**config.mk**
```make
export PLATFORM = sky130hd
export DESIGN_NAME = uart_digit_rx
export DESIGN_NICKNAME = d
export VERILOG_FILES = /design/src/rtl/uart_digit_rx.sv
export SDC_FILE = /design/constraint.sdc
export NUM_CORES = 1
export LEC_CHECK = 0
export ABC_AREA = 1
export CAP_MARGIN = 20
export CORE_ASPECT_RATIO = 0.8
export CORE_UTILIZATION = 40
export CTS_BUF_LIST = sky130_fd_sc_hd__clkbuf_4
export DETAILED_ROUTE_END_ITERATION = 6
export PLACE_DENSITY = 0.56
export SETUP_SLACK_MARGIN = 0.4
export SYNTH_ARGS = -nofsm -noshare
export SYNTH_HDL_FRONTEND = slang
export SYNTH_SLANG_ARGS = --single-unit
export TNS_END_PERCENT = 20
```
**constraint.sdc**
```tcl
create_clock -name clk -period 1.7 [get_ports clk]
set_input_delay 0.17 -clock clk [delete_from_list [all_inputs] [get_ports clk]]
set_output_delay 0.17 -clock clk [all_outputs]
set_load 0.02 [all_outputs]
```
**src/rtl/uart_digit_rx.sv**
```systemverilog
// 8N1 UART receiver that decodes ASCII '0'-'9' into a 4-bit digit with a strobe.
// Define UART_RX_PARITY_EN to receive 8E1 frames with even-parity checking.
module uart_digit_rx #(
    parameter int CLKS_PER_BIT = 1406
) (
    input  logic       clk,
    input  logic       rst_n,
    input  logic       rx,
    output logic [7:0] byte_o,
    output logic       byte_valid,
    output logic [3:0] digit_o,
    output logic       digit_valid,
    output logic       frame_err,
    output logic       parity_err
);

    localparam int CNT_W = $clog2(CLKS_PER_BIT);
    localparam logic [CNT_W-1:0] HALF_LAST = CNT_W'(CLKS_PER_BIT / 2 - 1);
    localparam logic [CNT_W-1:0] FULL_LAST = CNT_W'(CLKS_PER_BIT - 1);

    typedef enum logic [2:0] {
        S_IDLE   = 3'd0,
        S_START  = 3'd1,
        S_DATA   = 3'd2,
        S_PARITY = 3'd3,
        S_STOP   = 3'd4,
        S_BREAK  = 3'd5
    } state_t;

    function automatic logic is_digit(input logic [7:0] b);
        return (b >= 8'h30) && (b <= 8'h39);
    endfunction

`ifdef UART_RX_PARITY_EN
    function automatic logic even_parity(input logic [7:0] b);
        return ^b;
    endfunction
`endif

    state_t             r_state;
    state_t             w_state_nxt;
    logic               r_sync1;
    logic               r_sync2;
    logic               w_rx_s;
    logic [CNT_W-1:0]   r_baud_cnt;
    logic [2:0]         r_bit_cnt;
    logic [7:0]         r_shift;
    logic               w_sample;
    logic [7:0]         w_byte_nxt;
    logic [3:0]         w_digit_nxt;
    logic               w_byte_valid_nxt;
    logic               w_digit_valid_nxt;
    logic               w_frame_err_nxt;
`ifdef UART_RX_PARITY_EN
    logic               r_par_bad;
    logic               w_parity_err_nxt;
`endif

    // Two-flop synchroniser for the asynchronous serial line; idles high.
    always_ff @(posedge clk or negedge rst_n) begin
        if (!rst_n) begin
            r_sync1 <= 1'b1;
            r_sync2 <= 1'b1;
        end else begin
            r_sync1 <= rx;
            r_sync2 <= r_sync1;
        end
    end

    assign w_rx_s = r_sync2;

    // Mid-bit strobe: half a bit into the start bit, a full bit thereafter.
    always_comb begin
        if (r_state == S_START) begin
            w_sample = (r_baud_cnt == HALF_LAST);
        end else begin
            w_sample = (r_baud_cnt == FULL_LAST);
        end
    end

    // Baud/bit counters, data shift register and parity tracking.
    always_ff @(posedge clk or negedge rst_n) begin
        if (!rst_n) begin
            r_baud_cnt <= {CNT_W{1'b0}};
            r_bit_cnt  <= 3'd0;
            r_shift    <= 8'h00;
`ifdef UART_RX_PARITY_EN
            r_par_bad  <= 1'b0;
`endif
        end else begin
            case (r_state)
                S_IDLE, S_BREAK: begin
                    r_baud_cnt <= {CNT_W{1'b0}};
                    r_bit_cnt  <= 3'd0;
                end
                S_DATA: begin
                    if (w_sample) begin
                        r_baud_cnt <= {CNT_W{1'b0}};
                        r_bit_cnt  <= r_bit_cnt + 3'd1;
                        r_shift    <= {w_rx_s, r_shift[7:1]};
                    end else begin
                        r_baud_cnt <= r_baud_cnt + CNT_W'(1);
                    end
                end
                S_START, S_PARITY, S_STOP: begin
                    if (w_sample) begin
                        r_baud_cnt <= {CNT_W{1'b0}};
`ifdef UART_RX_PARITY_EN
                        if (r_state == S_PARITY) begin
                            r_par_bad <= (w_rx_s != even_parity(r_shift));
                        end else begin
                            r_par_bad <= r_par_bad;
                        end
`endif
                    end else begin
                        r_baud_cnt <= r_baud_cnt + CNT_W'(1);
                    end
                end
                default: begin
                    r_baud_cnt <= {CNT_W{1'b0}};
                    r_bit_cnt  <= 3'd0;
                end
            endcase
        end
    end

    // FSM state register.
    always_ff @(posedge clk or negedge rst_n) begin
        if (!rst_n) begin
            r_state <= S_IDLE;
        end else begin
            r_state <= w_state_nxt;
        end
    end

    // FSM next-state logic.
    always_comb begin
        w_state_nxt = r_state;
        case (r_state)
            S_IDLE: begin
                if (!w_rx_s) begin
                    w_state_nxt = S_START;
                end else begin
                    w_state_nxt = S_IDLE;
                end
            end
            S_START: begin
                if (w_sample) begin
                    w_state_nxt = w_rx_s ? S_IDLE : S_DATA;
                end else begin
                    w_state_nxt = S_START;
                end
            end
            S_DATA: begin
                if (w_sample && (r_bit_cnt == 3'd7)) begin
`ifdef UART_RX_PARITY_EN
                    w_state_nxt = S_PARITY;
`else
                    w_state_nxt = S_STOP;
`endif
                end else begin
                    w_state_nxt = S_DATA;
                end
            end
            S_PARITY: begin
`ifdef UART_RX_PARITY_EN
                if (w_sample) begin
                    w_state_nxt = S_STOP;
                end else begin
                    w_state_nxt = S_PARITY;
                end
`else
                w_state_nxt = S_IDLE;
`endif
            end
            S_STOP: begin
                if (w_sample) begin
                    w_state_nxt = w_rx_s ? S_IDLE : S_BREAK;
                end else begin
                    w_state_nxt = S_STOP;
                end
            end
            S_BREAK: begin
                if (w_rx_s) begin
                    w_state_nxt = S_IDLE;
                end else begin
                    w_state_nxt = S_BREAK;
                end
            end
            default: w_state_nxt = S_IDLE;
        endcase
    end

    // FSM output decode: everything is decided at the stop-bit sample.
    always_comb begin
        w_byte_nxt        = byte_o;
        w_digit_nxt       = digit_o;
        w_byte_valid_nxt  = 1'b0;
        w_digit_valid_nxt = 1'b0;
        w_frame_err_nxt   = 1'b0;
`ifdef UART_RX_PARITY_EN
        w_parity_err_nxt  = 1'b0;
`endif
        if ((r_state == S_STOP) && w_sample) begin
            if (!w_rx_s) begin
                w_frame_err_nxt = 1'b1;
`ifdef UART_RX_PARITY_EN
            end else if (r_par_bad) begin
                w_parity_err_nxt = 1'b1;
`endif
            end else begin
                w_byte_nxt       = r_shift;
                w_byte_valid_nxt = 1'b1;
                // Low nibble of ASCII '0'..'9' is the digit value itself.
                if (is_digit(r_shift)) begin
                    w_digit_nxt       = r_shift[3:0];
                    w_digit_valid_nxt = 1'b1;
                end else begin
                    w_digit_valid_nxt = 1'b0;
                end
            end
        end else begin
            w_frame_err_nxt = 1'b0;
        end
    end

    // Registered outputs.
    always_ff @(posedge clk or negedge rst_n) begin
        if (!rst_n) begin
            byte_o      <= 8'h00;
            digit_o     <= 4'd0;
            byte_valid  <= 1'b0;
            digit_valid <= 1'b0;
            frame_err   <= 1'b0;
        end else begin
            byte_o      <= w_byte_nxt;
            digit_o     <= w_digit_nxt;
            byte_valid  <= w_byte_valid_nxt;
            digit_valid <= w_digit_valid_nxt;
            frame_err   <= w_frame_err_nxt;
        end
    end

`ifdef UART_RX_PARITY_EN
    // Registered parity error pulse.
    always_ff @(posedge clk or negedge rst_n) begin
        if (!rst_n) begin
            parity_err <= 1'b0;
        end else begin
            parity_err <= w_parity_err_nxt;
        end
    end
`else
    assign parity_err = 1'b0;
`endif

endmodule
```
==> impl_metrics.ini, run 1 <==
[detailed_routing]
drt_iter0_drc = 73
finalWirelength_mm = 3.958
drcViolationCount = 0
vias_per_cell = 4.616
dr.pass1.iters = 4
post_drt_wl_per_cell_um = 12.45
vias = 1468
ant_nets = 0

[floorplan]
io_pins = 19
dieHeight_um = 65.63
core_area_sq_um = 4735
dieArea_sq_um = 5351
start_util = 0.4276
core.rowCount = 22
die_x_um = 81.54

[global_routing]
grt-ovfl-total = 0
grt_start_max_net_pins = 25
busiest_layer = met1
met2_usage = 0.2385
antenna_found_initial = 0
grt_pass1_vias = 1448
track_usage = 0.1739
grt_first_pass_wirelength_mm = 6.831
grtUsageMet1 = 0.2564
use_met3 = 0.04583

[place]
dp_hpwl_mm = 2.727
dp_slack_ps = 138.5
gp_congestion = 0.7760
io_buffers = 17

[setup_path]
critPathSlowestCell = clkdlybuf4s50_1
path_cells = clkdlybuf4s50_1
crit_family = buffers and inverters
cp_num_buf_inv = 1
cp.required_ps = 1530
slowest_delay_ps = 610
startpoint_type = flop
cp_max_fo = 2
cp_data_arrival_time_ps = 1340
crit_type = flop to output port
cp-end-kind = output port

[power_and_ir_drop]
peakVddDrop_mv = 0.3335
p_leak_nw = 1.276
p_int_w = 0.001200
combPwrFrac = 0.022
clockPowerShare = 0.322
switching_share = 0.2170
switchingPower_w = 0.0003327
pwr-share-seq = 0.656
powerDensity_nw_per_um2 = 614.5

[clock_network]
h-tree-depth = 2
clk_pin_slew_ps = 120
cts_buffers = 5
cts_tree = done
cts_buffer_depth = 2
cts_root_buffer = clkbuf_4
clk_latency_ps = 350
cts.sink_count = 42

[sta]
timing.final.crit_share = 0.8898
fin_tns_setup_ps = 0
finalHoldViolCount = 0
finalSetupViolations = 0
rsz0062_at_grt = true
fin_worst_skew_ps = 8.347
fmax_mhz = 661.1
maxSlewViolCount = 0
min_period_ps = 1513
setup_ws_ps = 187.3

[synthesis]
synth_top_cell_by_area = dfrtp_1
synth_area_sq_um = 2024
synth_edf_count = 0
synthCells = 217
yosysMostFrequentCell = nand2_1
synth_fp_nets = 223
yosys_warnings = 0
synth-seq-cells = 42
synthArstFlopShare = 1.000
synth_top_area_frac = 0.4944
synthFlopType = dfrtp_1
synth.distinct_cells = 29
seq_area_frac_synth = 0.5204
netlist_top_cells_area = dfrtp_1 49%, nand2_1 12%, nor2_1 4.3%
synth_commonest_cells = 63 x nand2_1, 40 x dfrtp_1, 23 x nor2_1
syn_avg_cell_area_sq_um = 9.329

[layout]
diodes = 0
drive_above_1_share = 0.2829
syn2layout_area_growth_pct = 23.24
nets = 264

[status]
status = finished clean

[hold_path]
hp-class = input port to flop

[flow_run]
maxCapViolations = 0
-- stage by stage --
| step | hold WS [ps] | cell area [sq um] | cells | total power [W] | utilization |
|---|---|---|---|---|---|
| finish | 220.2 | 2495 | 318 | 0.001533 | 0.5270 |
| global route | 199.9 | 2495 | 318 | 0.001601 | 0.5270 |
| floorplan | -125.6 | 2024 | 217 | 0.001030 | - |
| CTS | 208.9 | 2415 | 310 | 0.001553 | 0.5100 |
| detailed placement | 152.0 | 2285 | 296 | 0.001059 | 0.4826 |
| global placement | 156.0 | 2285 | 296 | 0.001060 | 0.4826 |
-- flip-flops by register name (all words and copies together), names as in the netlist, 3 cells and up --
register / cells
r_baud_cnt: 11
r_shift: 8
r_bit_cnt: 3
byte_o: 8
r_state: 3
digit_o: 4
-- power groups by stage --
stage / clock [W] / combinational, W / sequential [W]
floorplan: 0 / 0.00000575 / 0.00102
global placement: 0 / 0.0000349 / 0.00102
detailed placement: 0 / 0.0000345 / 0.00102
CTS: 0.000511 / 0.0000361 / 0.00101
global route: 0.000555 / 0.0000397 / 0.00101
finish: 0.000494 / 0.0000335 / 0.00101
-- layout make-up --
cell class / instances / area [sq um]
Clock buffer: 7 / 52.55
Fill cell: 437 / 2240
Inverter: 25 / 93.84
Multi-Input combinational cell: 148 / 894.6
Sequential cell: 42 / 1057
Tap cell: 60 / 75.07
Timing Repair Buffer: 36 / 321.6
-- layer usage --
metal	up-vias	share of wire	routed length (um)
met1	684	0.55	2166
met5	-	0	0
met3	8	0.031	121
met2	18	0.41	1607
li1	758	-	-
met4	0	0.016	63
-- cell usage in the layout (no fill, tap or decap), drive strengths merged --
cell            n
dlygate4sd2     1
buf            19
nand4          10
clkbuf          7
conb            1
xor2            3
xnor2           4
a21oi           3
nor3            2
a31oi           2
nand3b          2
o21ai           9
nor2           29
dfstp           2
inv            25
ha              3
clkdlybuf4s50  15
or2             1
nand3           5
dfrtp          40
nand2          74
dlygate4sd3     1
-- cells by family after synthesis --
family          count (synthesis)  synth area share
compound gates                 14           0.04882
other cells                     1          0.001852
xor+xnor                        7           0.03028
buf+inv                        28           0.06119
simple gates                  122            0.3189
flops                          42            0.5204
fa+ha+maj                       3           0.01854
-- final timing paths --
kind | end | slack [ps] | cells after the start | from
setup reg to reg | r_bit_cnt[0] | 210 | 8 | r_baud_cnt[7]
min in group asynchronous | r_shift[6] | 290 | 2 | rst_n
max in group asynchronous | r_sync2 | 860 | 3 | rst_n
hold / removal | r_sync1 | 220 | 1 | rx
setup / recovery | byte_o[3] | 190 | 1 | byte_o[3]
hold reg to reg | r_sync2 | 360 | 0 | r_sync1
-- timing repair --
item | in CTS | in global routing
cloned | 1 | 0
hold buffers | 1 | 0
endpoints found under the setup margin | 55 | 55
resized for setup | 6 | 8
setup buffers | 5 | 8
pin swaps | 4 | 5
hold endpoints to repair | 18 | 0
(Power assumes the default switching activity.)
==> run 2, diff against run 1 <==
- GPL_TIMING_DRIVEN: not set -> 1
==> results of run 2 <==
The final DEF is identical to that of run 1; final timing and power are the same.
